--- src/rtl/risc_v_pipelined_core.sv ---
// Five-stage RV32I-subset pipeline (IF/ID/EX/MEM/WB) with hazard stalls and branch flushing.
// Define FORWARDING_EN to add EX operand forwarding; otherwise ID stalls until producers reach WB.
module risc_v_pipelined_core #(
   parameter logic [31:0] RESET_PC = 32'h0040_0000
) (
   input  logic        clk,
   input  logic        reset,
   output logic [31:0] imem_addr_o,
   input  logic [31:0] imem_data_i,
   output logic [31:0] dmem_addr_o,
   output logic [31:0] dmem_wdata_o,
   output logic        dmem_we_o,
   output logic        dmem_re_o,
   input  logic [31:0] dmem_rdata_i,
   output logic        retire_valid_o,
   output logic [31:0] retire_pc_o,
   output logic        retire_we_o,
   output logic [4:0]  retire_rd_o,
   output logic [31:0] retire_wdata_o,
   output logic        stall_o,
   output logic        flush_o
);

   typedef enum logic [3:0] {
      OP_NOP, OP_ADD, OP_SUB, OP_AND, OP_OR, OP_SLT, OP_ADDI, OP_ANDI,
      OP_ORI, OP_LW, OP_SW, OP_BEQ, OP_BNE, OP_JAL, OP_LUI
   } op_e;

   typedef struct packed {
      logic        valid;
      logic [31:0] pc;
      logic [31:0] instr;
   } if_id_t;

   typedef struct packed {
      logic        valid;
      logic [31:0] pc;
      op_e         op;
      logic [4:0]  rd;
      logic        we;
`ifdef FORWARDING_EN
      logic [4:0]  rs1;
      logic [4:0]  rs2;
`endif
      logic [31:0] a;
      logic [31:0] b;
      logic [31:0] imm;
   } id_ex_t;

   typedef struct packed {
      logic        valid;
      logic [31:0] pc;
      logic [4:0]  rd;
      logic        we;
      logic        re;
      logic        st;
      logic [31:0] result;
      logic [31:0] sdata;
   } ex_mem_t;

   typedef struct packed {
      logic        valid;
      logic [31:0] pc;
      logic [4:0]  rd;
      logic        we;
      logic [31:0] wdata;
   } mem_wb_t;

   logic [31:0] pc_q;
   if_id_t      if_id_q;
   id_ex_t      id_ex_q;
   ex_mem_t     ex_mem_q;
   mem_wb_t     mem_wb_q;
   logic [31:0] regs [32];

   // ---------------- ID: decode ----------------
   logic [6:0]  id_opcode, id_funct7;
   logic [2:0]  id_funct3;
   logic [4:0]  id_rs1, id_rs2, id_rd;
   op_e         id_op;
   logic [31:0] id_imm, id_a, id_b;
   logic        id_use1, id_use2, id_writes;
   logic        rf_we, stall_req;

   assign id_opcode = if_id_q.instr[6:0];
   assign id_rd     = if_id_q.instr[11:7];
   assign id_funct3 = if_id_q.instr[14:12];
   assign id_rs1    = if_id_q.instr[19:15];
   assign id_rs2    = if_id_q.instr[24:20];
   assign id_funct7 = if_id_q.instr[31:25];

   // NOTE: every always_comb output gets a default first so no path can infer a latch.
   always_comb begin
      id_op = OP_NOP;
      case (id_opcode)
         7'b0110011: begin
            if (id_funct7 == 7'b0000000) begin
               case (id_funct3)
                  3'b000:  id_op = OP_ADD;
                  3'b111:  id_op = OP_AND;
                  3'b110:  id_op = OP_OR;
                  3'b010:  id_op = OP_SLT;
                  default: id_op = OP_NOP;
               endcase
            end else if (id_funct7 == 7'b0100000 && id_funct3 == 3'b000) begin
               id_op = OP_SUB;
            end
         end
         7'b0010011: begin
            case (id_funct3)
               3'b000:  id_op = OP_ADDI;
               3'b111:  id_op = OP_ANDI;
               3'b110:  id_op = OP_ORI;
               default: id_op = OP_NOP;
            endcase
         end
         7'b0000011: if (id_funct3 == 3'b010) id_op = OP_LW;
         7'b0100011: if (id_funct3 == 3'b010) id_op = OP_SW;
         7'b1100011: begin
            if (id_funct3 == 3'b000)      id_op = OP_BEQ;
            else if (id_funct3 == 3'b001) id_op = OP_BNE;
         end
         7'b1101111: id_op = OP_JAL;
         7'b0110111: id_op = OP_LUI;
         default:    id_op = OP_NOP;
      endcase
   end

   always_comb begin
      id_imm    = '0;
      id_use1   = 1'b0;
      id_use2   = 1'b0;
      id_writes = 1'b0;
      case (id_op)
         OP_ADD, OP_SUB, OP_AND, OP_OR, OP_SLT: begin
            id_use1 = 1'b1; id_use2 = 1'b1; id_writes = 1'b1;
         end
         OP_ADDI, OP_ANDI, OP_ORI, OP_LW: begin
            id_use1 = 1'b1; id_writes = 1'b1;
            id_imm  = {{20{if_id_q.instr[31]}}, if_id_q.instr[31:20]};
         end
         OP_SW: begin
            id_use1 = 1'b1; id_use2 = 1'b1;
            id_imm  = {{20{if_id_q.instr[31]}}, if_id_q.instr[31:25], if_id_q.instr[11:7]};
         end
         OP_BEQ, OP_BNE: begin
            id_use1 = 1'b1; id_use2 = 1'b1;
            id_imm  = {{19{if_id_q.instr[31]}}, if_id_q.instr[31], if_id_q.instr[7],
                       if_id_q.instr[30:25], if_id_q.instr[11:8], 1'b0};
         end
         OP_JAL: begin
            id_writes = 1'b1;
            id_imm    = {{11{if_id_q.instr[31]}}, if_id_q.instr[31], if_id_q.instr[19:12],
                         if_id_q.instr[20], if_id_q.instr[30:21], 1'b0};
         end
         OP_LUI: begin
            id_writes = 1'b1;
            id_imm    = {if_id_q.instr[31:12], 12'h000};
         end
         default: ;
      endcase
      id_use1 = id_use1 & if_id_q.valid;
      id_use2 = id_use2 & if_id_q.valid;
   end

   // Register reads see a WB write landing on the same edge.
   assign rf_we = mem_wb_q.valid & mem_wb_q.we;
   assign id_a  = (id_rs1 == 5'd0) ? 32'd0 :
                  (rf_we && mem_wb_q.rd == id_rs1) ? mem_wb_q.wdata : regs[id_rs1];
   assign id_b  = (id_rs2 == 5'd0) ? 32'd0 :
                  (rf_we && mem_wb_q.rd == id_rs2) ? mem_wb_q.wdata : regs[id_rs2];

   // ---------------- hazard detection ----------------
`ifdef FORWARDING_EN
   assign stall_req = id_ex_q.valid && id_ex_q.we && id_ex_q.op == OP_LW &&
                      ((id_use1 && id_rs1 == id_ex_q.rd) || (id_use2 && id_rs2 == id_ex_q.rd));
`else
   logic ex_hit1, ex_hit2, mem_hit1, mem_hit2;
   assign ex_hit1   = id_ex_q.valid && id_ex_q.we && id_ex_q.rd == id_rs1;
   assign ex_hit2   = id_ex_q.valid && id_ex_q.we && id_ex_q.rd == id_rs2;
   assign mem_hit1  = ex_mem_q.valid && ex_mem_q.we && ex_mem_q.rd == id_rs1;
   assign mem_hit2  = ex_mem_q.valid && ex_mem_q.we && ex_mem_q.rd == id_rs2;
   assign stall_req = (id_use1 && id_rs1 != 5'd0 && (ex_hit1 || mem_hit1)) ||
                      (id_use2 && id_rs2 != 5'd0 && (ex_hit2 || mem_hit2));
`endif

   // ---------------- EX ----------------
   logic [31:0] ex_a, ex_b, ex_result, ex_target;
   logic        ex_taken;

`ifdef FORWARDING_EN
   // EX/MEM is the younger producer, so it wins over MEM/WB.
   assign ex_a = (ex_mem_q.valid && ex_mem_q.we && ex_mem_q.rd == id_ex_q.rs1) ? ex_mem_q.result :
                 (rf_we && mem_wb_q.rd == id_ex_q.rs1) ? mem_wb_q.wdata : id_ex_q.a;
   assign ex_b = (ex_mem_q.valid && ex_mem_q.we && ex_mem_q.rd == id_ex_q.rs2) ? ex_mem_q.result :
                 (rf_we && mem_wb_q.rd == id_ex_q.rs2) ? mem_wb_q.wdata : id_ex_q.b;
`else
   assign ex_a = id_ex_q.a;
   assign ex_b = id_ex_q.b;
`endif

   assign ex_target = id_ex_q.pc + id_ex_q.imm;

   always_comb begin
      ex_result = '0;
      ex_taken  = 1'b0;
      case (id_ex_q.op)
         OP_ADD:                  ex_result = ex_a + ex_b;
         OP_SUB:                  ex_result = ex_a - ex_b;
         OP_AND:                  ex_result = ex_a & ex_b;
         OP_OR:                   ex_result = ex_a | ex_b;
         OP_SLT:                  ex_result = {31'd0, $signed(ex_a) < $signed(ex_b)};
         OP_ADDI, OP_LW, OP_SW:   ex_result = ex_a + id_ex_q.imm;
         OP_ANDI:                 ex_result = ex_a & id_ex_q.imm;
         OP_ORI:                  ex_result = ex_a | id_ex_q.imm;
         OP_BEQ:                  ex_taken  = (ex_a == ex_b);
         OP_BNE:                  ex_taken  = (ex_a != ex_b);
         OP_JAL: begin
            ex_result = id_ex_q.pc + 32'd4;
            ex_taken  = 1'b1;
         end
         OP_LUI:                  ex_result = id_ex_q.imm;
         default: ;
      endcase
   end

   assign flush_o = id_ex_q.valid & ex_taken;
   assign stall_o = stall_req & ~flush_o;

   // ---------------- pipeline registers ----------------
   // NOTE: sequential state uses non-blocking assignments so every stage samples pre-edge values.
   always_ff @(posedge clk or negedge reset) begin
      if (!reset) begin
         pc_q     <= RESET_PC;
         if_id_q  <= '0;
         id_ex_q  <= '0;
         ex_mem_q <= '0;
         mem_wb_q <= '0;
      end else begin
         if (flush_o)       pc_q <= ex_target;
         else if (!stall_o) pc_q <= pc_q + 32'd4;

         if (flush_o) begin
            if_id_q <= '0;
         end else if (!stall_o) begin
            if_id_q.valid <= 1'b1;
            if_id_q.pc    <= pc_q;
            if_id_q.instr <= imem_data_i;
         end

         if (flush_o || stall_o) begin
            id_ex_q <= '0;
         end else begin
            id_ex_q.valid <= if_id_q.valid;
            id_ex_q.pc    <= if_id_q.pc;
            id_ex_q.op    <= id_op;
            id_ex_q.rd    <= id_rd;
            id_ex_q.we    <= if_id_q.valid & id_writes & (id_rd != 5'd0);
`ifdef FORWARDING_EN
            id_ex_q.rs1   <= id_rs1;
            id_ex_q.rs2   <= id_rs2;
`endif
            id_ex_q.a     <= id_a;
            id_ex_q.b     <= id_b;
            id_ex_q.imm   <= id_imm;
         end

         ex_mem_q.valid  <= id_ex_q.valid;
         ex_mem_q.pc     <= id_ex_q.pc;
         ex_mem_q.rd     <= id_ex_q.rd;
         ex_mem_q.we     <= id_ex_q.we;
         ex_mem_q.re     <= id_ex_q.valid && id_ex_q.op == OP_LW;
         ex_mem_q.st     <= id_ex_q.valid && id_ex_q.op == OP_SW;
         ex_mem_q.result <= ex_result;
         ex_mem_q.sdata  <= ex_b;

         mem_wb_q.valid <= ex_mem_q.valid;
         mem_wb_q.pc    <= ex_mem_q.pc;
         mem_wb_q.rd    <= ex_mem_q.rd;
         mem_wb_q.we    <= ex_mem_q.we;
         mem_wb_q.wdata <= ex_mem_q.re ? dmem_rdata_i : ex_mem_q.result;
      end
   end

   // NOTE: the register file is reset on purpose; reset must leave every x-register reading zero.
   always_ff @(posedge clk or negedge reset) begin
      if (!reset) begin
         for (int i = 0; i < 32; i++) regs[i] <= '0;
      end else if (rf_we) begin
         regs[mem_wb_q.rd] <= mem_wb_q.wdata;
      end
   end

   assign imem_addr_o    = pc_q;
   assign dmem_addr_o    = ex_mem_q.result;
   assign dmem_wdata_o   = ex_mem_q.sdata;
   assign dmem_we_o      = ex_mem_q.valid & ex_mem_q.st;
   assign dmem_re_o      = ex_mem_q.valid & ex_mem_q.re;
   assign retire_valid_o = mem_wb_q.valid;
   assign retire_pc_o    = mem_wb_q.pc;
   assign retire_we_o    = mem_wb_q.we;
   assign retire_rd_o    = mem_wb_q.rd;
   assign retire_wdata_o = mem_wb_q.wdata;

endmodule

--- config.mk ---
export PLATFORM = sky130hd
export DESIGN_NAME = risc_v_pipelined_core
export DESIGN_NICKNAME = d
export VERILOG_FILES = /design/src/rtl/risc_v_pipelined_core.sv
export SDC_FILE = /design/constraint.sdc
export NUM_CORES = 2
export LEC_CHECK = 0
export ABC_CLOCK_PERIOD_IN_PS = 5900
export BUFFER_PORTS_ARGS = -buffer_cell sky130_fd_sc_hd__buf_4
export CORE_ASPECT_RATIO = 0.7
export CORE_MARGIN = 1
export CORE_UTILIZATION = 32
export DETAILED_ROUTE_END_ITERATION = 10
export GPL_ROUTABILITY_DRIVEN = 0
export PLACE_DENSITY = 0.57
export REMOVE_ABC_BUFFERS = 1
export SYNTH_ARGS = -nofsm -noshare
export SYNTH_HDL_FRONTEND = slang
export SYNTH_SLANG_ARGS = --single-unit
--- constraint.sdc ---
create_clock -name clk -period 5.9 [get_ports clk]
set_input_delay 0.59 -clock clk [delete_from_list [all_inputs] [get_ports clk]]
set_output_delay 0.59 -clock clk [all_outputs]
set_load 0.005 [all_outputs]
### Word level (Yosys, flattened, before mapping)

Index checks and enable logic that the tools add are counted.
Widths: inputs -> output; s select.

* word-level logic and storage cells: 201
* output and inout port bits: 171
* flip-flop bits (word level): 1436
* input bits: 66

* eq/ne operators: 49
* order comparisons: 5
* multiplexer cells: 34
* $add $sub $neg: 6
* bitwise logic cells: 17
* reductions and logical operators: 33

Operators by type and width (count)
* $bwmux 1024: 1
* $mux 32: 12
* $bmux 32 s5: 2
* $pmux 32 s10: 1
* $demux 32 s5: 1
* $pmux 32 s5: 1
* $mux 139: 1
* $mux 65: 2
* $add 32x32->32: 3
* $add 32x3->32 const B: 2
* $and 32x32->32: 2
* $or 32x32->32: 2
* $eq 4x4->1 const B: 14
* $eq 32x32->1: 1
* $eq 4x3->1 const B: 8
* $lt 32x32->1: 1
* $ne 32x32->1: 1
* $sub 32x32->32: 1
* $eq 5x5->1: 6
* $eq 7x6->1 const B: 4
* $pmux 4 s7: 1
* $mux 4: 5
* $ge 6x6->1 const B: 3
* $not 5->6: 3
* 29 further kinds: 66

### Depth between registers and ports, before layout

* word-level depth: 15
* gate-level depth with buffers: 18
* mapped depth without buffers: 16

### Least setup slack after synthesis

No wires, ideal clock.

* kind: register to register
* start: reg id_ex_q[103] in the netlist's numbering
* end: reg ex_mem_q, in the netlist dmem_addr_o[27]
* arrival: 4.050 ns
* clock period less this slack: 4.176 ns
* path slack: 1.724 ns
* cell stages (with the launch flop): 17
* path buffers: 2
* library setup time: 0.126 ns
* cell sequence: dfrtp_1 > clkbuf_1 > nand2b_1 > nand2b_1 > a21boi_1 > clkbuf_1 > mux2_2 > ha_1 > a21oi_1 > o21ai_0 > a2111oi_0 > a211oi_1 > o31ai_1 > and2_1 > o22ai_1 > xor2_1 > a221o_1

* word-level cells in the longest chain between the ends: 3

Ends and longest elaborated chain
* start: declaration: RTL line 71 `id_ex_t id_ex_q;`
* $eq 4x4->1 or $eq 4x3->1 (tied branches): RTL line 207 `case (id_ex_q.op)`
* $reduce_or 3->1: RTL line 207
* $pmux 32 s10 (*): RTL line 207
* net ex_result[27]: RTL line 188 `logic [31:0] ex_a, ex_b, ex_result, ex_target;`
* end: declaration: RTL line 72 `ex_mem_t ex_mem_q;`

The timed path passes the listed nets; every way through them passes the cells marked *.
A chain may end at the register's enable or synchronous reset.

### Worst setup path after layout

* start: reg id_ex_q, in the netlist ex_b[20]
* end: out flush_o

* word-level cells in the longest chain between the ends: 3

Ends and longest elaborated chain
* $ne 32x32->1 or $eq 32x32->1 (tied branches): RTL line 217, 216
* $pmux 1 s3 (*): RTL line 207
* $and 1x1->1 (*): RTL line 227 `assign flush_o = id_ex_q.valid & ex_taken;`
* end: declaration: RTL line 21 `output logic flush_o`

Every way passes the cells marked *; elsewhere a longest branch is shown, timed or not.

==> run summary <==
After synthesis, the share of flip-flops with an asynchronous set or reset is 100.0%. Largest fanout on the critical path: 51. The logs give 52,450 for the number of vias in the routed layout and 0 for the count of final setup violators. Yosys mapped the design onto 82 distinct sky130hd cell types. The logs give 39.90 nW for the cell leakage power and 150 for the count of standard-cell rows. After synthesis the netlist holds a flip-flop and latch count of 1,436. After layout, the minimum clock period comes to 5.408 ns. Transition time at the pin with the least slew margin: 1.224 ns. The number of cells traversed by the worst register-to-register path is 14. The number of cells on the worst hold path is 2, and the first-pass GRT wire length is 387,800 um. Data on the critical path is required at its endpoint by 5.31 ns.

Counting the buffers created by CTS gives 161. The critical path is of the reg -> out type. No sink is reached through more buffers than the 4 on the longest clock path. The insertion delay of the later-clocked pin in the worst-skew pair is 0.86 ns, and the number of I/O port buffers is 236. The run gives 18.40% as the normalized max-slew margin. Setup repair after global routing left no endpoint under its margin. For this design, the sink count on the clock tree is 1,436. At the worst endpoint, the arrival time is 4.82 ns. The number of nets in the layout is 5,899, and the first-pass detailed-route iteration total is 8.

TritonCTS built the clock tree. The tools report the total routing resource utilization after global routing as 21.85%. The flow ran to the end, and the final reports show no timing, DRC or antenna violations. The tree is rooted in a sky130_fd_sc_hd__clkbuf_16.

The highest clock frequency the design can meet was 184.9 MHz. The HPWL after detailed placement was 167,600 um. Measured along the y axis, the die boundary spans 413.2 um. The via count of the first global-routing pass was 52,626; the DRC violation count after routing was 0. Clock-pin slew was measured on the worst setup and hold paths at 0.06 ns. Initial antenna violation count: 14. IR analysis of the VDD net gives a maximum drop of 0.2079 mV. The synthesized design contains 0 enable-type register cells. Entering global routing, the biggest net connects 188 pins. In the post-synthesis netlist, the biggest area contributors are sky130_fd_sc_hd__dfrtp_1, sky130_fd_sc_hd__mux4_2, sky130_fd_sc_hd__mux2_2, sky130_fd_sc_hd__mux2i_1, sky130_fd_sc_hd__clkbuf_1. Among all stages on the critical path, the largest delay is contributed by sky130_fd_sc_hd__nor4_1.

In this run the count of I/O pins placed on the die edge is 237. The area enclosed by the die boundary came out at 0.2436 mm2. The path category of the worst min-delay check was in -> reg.

The total wire length is 268,300 um, and the post-cts gate resize count is 0. The fill cell instance count of the final layout is 22,803. The number of nets with antenna violations after detailed routing came out at 0. Timing analysis after detailed placement gives a worst setup slack of 0.9880 ns.

For this configuration, the core starts out at a cell density of 32.28%. The remaining global-route overflow was 0; the die extent in x was 589.4 um. Counting instances in the post-synthesis netlist gives the leading cell types as sky130_fd_sc_hd__dfrtp_1, sky130_fd_sc_hd__mux2_2, sky130_fd_sc_hd__mux4_2, sky130_fd_sc_hd__clkbuf_1, sky130_fd_sc_hd__nor2_1. After detailed routing, the average wire length per cell comes to 29.67 um.

The cell area power density is 252.0 mW/mm2. Sort of element at the end of the critical path: an output port. The run gives 0 as the number of max-slew violations in the final report. The final number of hold-violating endpoints was 0; the relative area change from synthesis to final layout was 14.04%. Walking the worst path, the cells encountered are inv_1 > ha_1 > nand3_1 > nor4_1 > nand4_1 > o31ai_1 > nand3_1 > inv_4 > buf_4 > buf_4. Max-cap violations in this run came to 0. Using the TritonRoute via totals, the vias-per-cell ratio works out to 5.799.

The final critical path takes up 91.67% of the cycle. Synthesis handed over a netlist of 5,665 instances. Proportion of layout cells with a drive suffix above 1: 41.24%. The number of H-tree levels is 4, and the setup total negative slack is 0 ns.

By instance count, the leading cell after synthesis is sky130_fd_sc_hd__dfrtp_1. For this run, the register share of the synthesized area comes to 46.49%. After synthesis the cells add up to 0.07730 mm2. In this run, the number of DRC markers left after iteration 0 of detailed routing was 5,662. STA classifies the critical path startpoint as a register.

The floorplan step defined a core boundary enclosing 0.2395 mm2. sky130_fd_sc_hd__dfrtp_1 takes more of the synthesized area than any other cell. Maximum clock skew at final layout: 0.05915 ns. The worst path setup slack after routing came out at 0.4916 ns. The most instantiated flip-flop cell in the synthesis netlist was sky130_fd_sc_hd__dfrtp_1. Summed over its instances, the top area cell type makes up 46.46% of the synthesized netlist area. For this run, the slowest stage of the critical path takes 0.77 ns. The mean area per synthesized cell is 13.64 um2, and the count of yosys warnings during synthesis is 0.
## cell usage in the layout (no fill, tap or decap), types with 28 or more instances in the layout
cell type	count
sky130_fd_sc_hd__inv_1	65
sky130_fd_sc_hd__dlygate4sd3_1	55
sky130_fd_sc_hd__xor2_1	71
sky130_fd_sc_hd__mux4_2	595
sky130_fd_sc_hd__nand2_1	154
sky130_fd_sc_hd__and2_1	68
sky130_fd_sc_hd__buf_4	383
sky130_fd_sc_hd__nand4_1	28
sky130_fd_sc_hd__clkbuf_16	162
sky130_fd_sc_hd__ha_1	97
sky130_fd_sc_hd__a21oi_1	155
sky130_fd_sc_hd__nand3_1	57
sky130_fd_sc_hd__clkbuf_1	32
sky130_fd_sc_hd__a21o_1	45
sky130_fd_sc_hd__dfrtp_1	1423
sky130_fd_sc_hd__nor3_1	37
sky130_fd_sc_hd__nor2b_1	49
sky130_fd_sc_hd__nor2_1	238
sky130_fd_sc_hd__mux2i_1	189
sky130_fd_sc_hd__a211oi_1	148
sky130_fd_sc_hd__mux2_2	1093
sky130_fd_sc_hd__xnor2_1	73
sky130_fd_sc_hd__o21ai_0	124
## layout make-up
class | instances | area (um2) | area share, %
Clock buffer | 217 | 4491 | 5.094
Clock inverter | 62 | 759.5 | 0.8616
Antenna cell | 3 | 7.507 | 0.008516
Inverter | 66 | 250.2 | 0.2839
Timing Repair Buffer | 452 | 3714 | 4.213
Multi-Input combinational cell | 3616 | 38960 | 44.20
Tap cell | 3192 | 3994 | 4.531
Sequential cell | 1436 | 35980 | 40.81
## logic make-up after synthesis
group	after synthesis	synth area share, %
AOI/OAI and AO/OA	690	5.945
xor gates and xnor gates	144	1.632
and+or+nand+nor	805	5.139
adders and majority gates	100	1.648
muxes	1877	35.71
buffers and inverters	613	3.440
DFF	1436	46.49
## final timing paths
path / start / end / slack [ns]
worst min register to register: ex_mem_q[80] / retire_pc_o[8] / 0.35
min in group asynchronous: reset / dmem_wdata_o[1] / 0.31
worst max register to register: id_ex_q[105] / dmem_addr_o[27] / 0.83
worst min-delay path: dmem_rdata_i[18] / retire_wdata_o[18] / 0.04
worst max-delay path: ex_b[20] / flush_o / 0.49
max in group asynchronous: reset / regs[311] / 3.70
## state kept, by name (all words and copies together), names as in the netlist, 33 cells and up
signal    count
ex_mem_q     41
id_ex_q      75
if_id_q      33
regs       1024
## power by group
part	total, mW	internal, mW	switching, mW
clock network	10.3	5.94	4.41
registers	10.3	10.0	0.276
logic	1.59	0.620	0.973
## through the flow
step	std cells	utilization (%)	total power, mW	area, um2	hold slack (ns)
5_1_grt	9041	36.81	22.97	88140	0.01935
2_1_floorplan	5118	-	11.27	74890	0.2944
6_report	9044	36.81	22.22	88150	0.04347
3_5_place_dp	8707	34.38	12.04	82340	0.3347
3_3_place_gp	8707	34.38	12.02	82340	0.3332
4_1_cts	9041	36.81	22.44	88140	0.001680
## metal layers
layer,GRT usage (%),part of all wire [%]
met4,5.518,2.7
met5,0,0.029
met2,32.72,44
met3,5.674,9.1
met1,31.36,44
## critical path, delay by kind of cell (launching register included)
family	cells	cell delay [ns]
adder cells (fa/ha/maj)	1	0.38
buffers and inverters	4	1.17
AND/OR/NAND/NOR	4	1.57
flip-flops	1	0.56
AO/OA/AOI/OAI	1	0.28
## timing repair
action                                 CTS  global route
endpoints found under the hold margin  164             0
hold buffers                            55             0
setup buffers                            0             0
(Power assumes the default switching activity.)
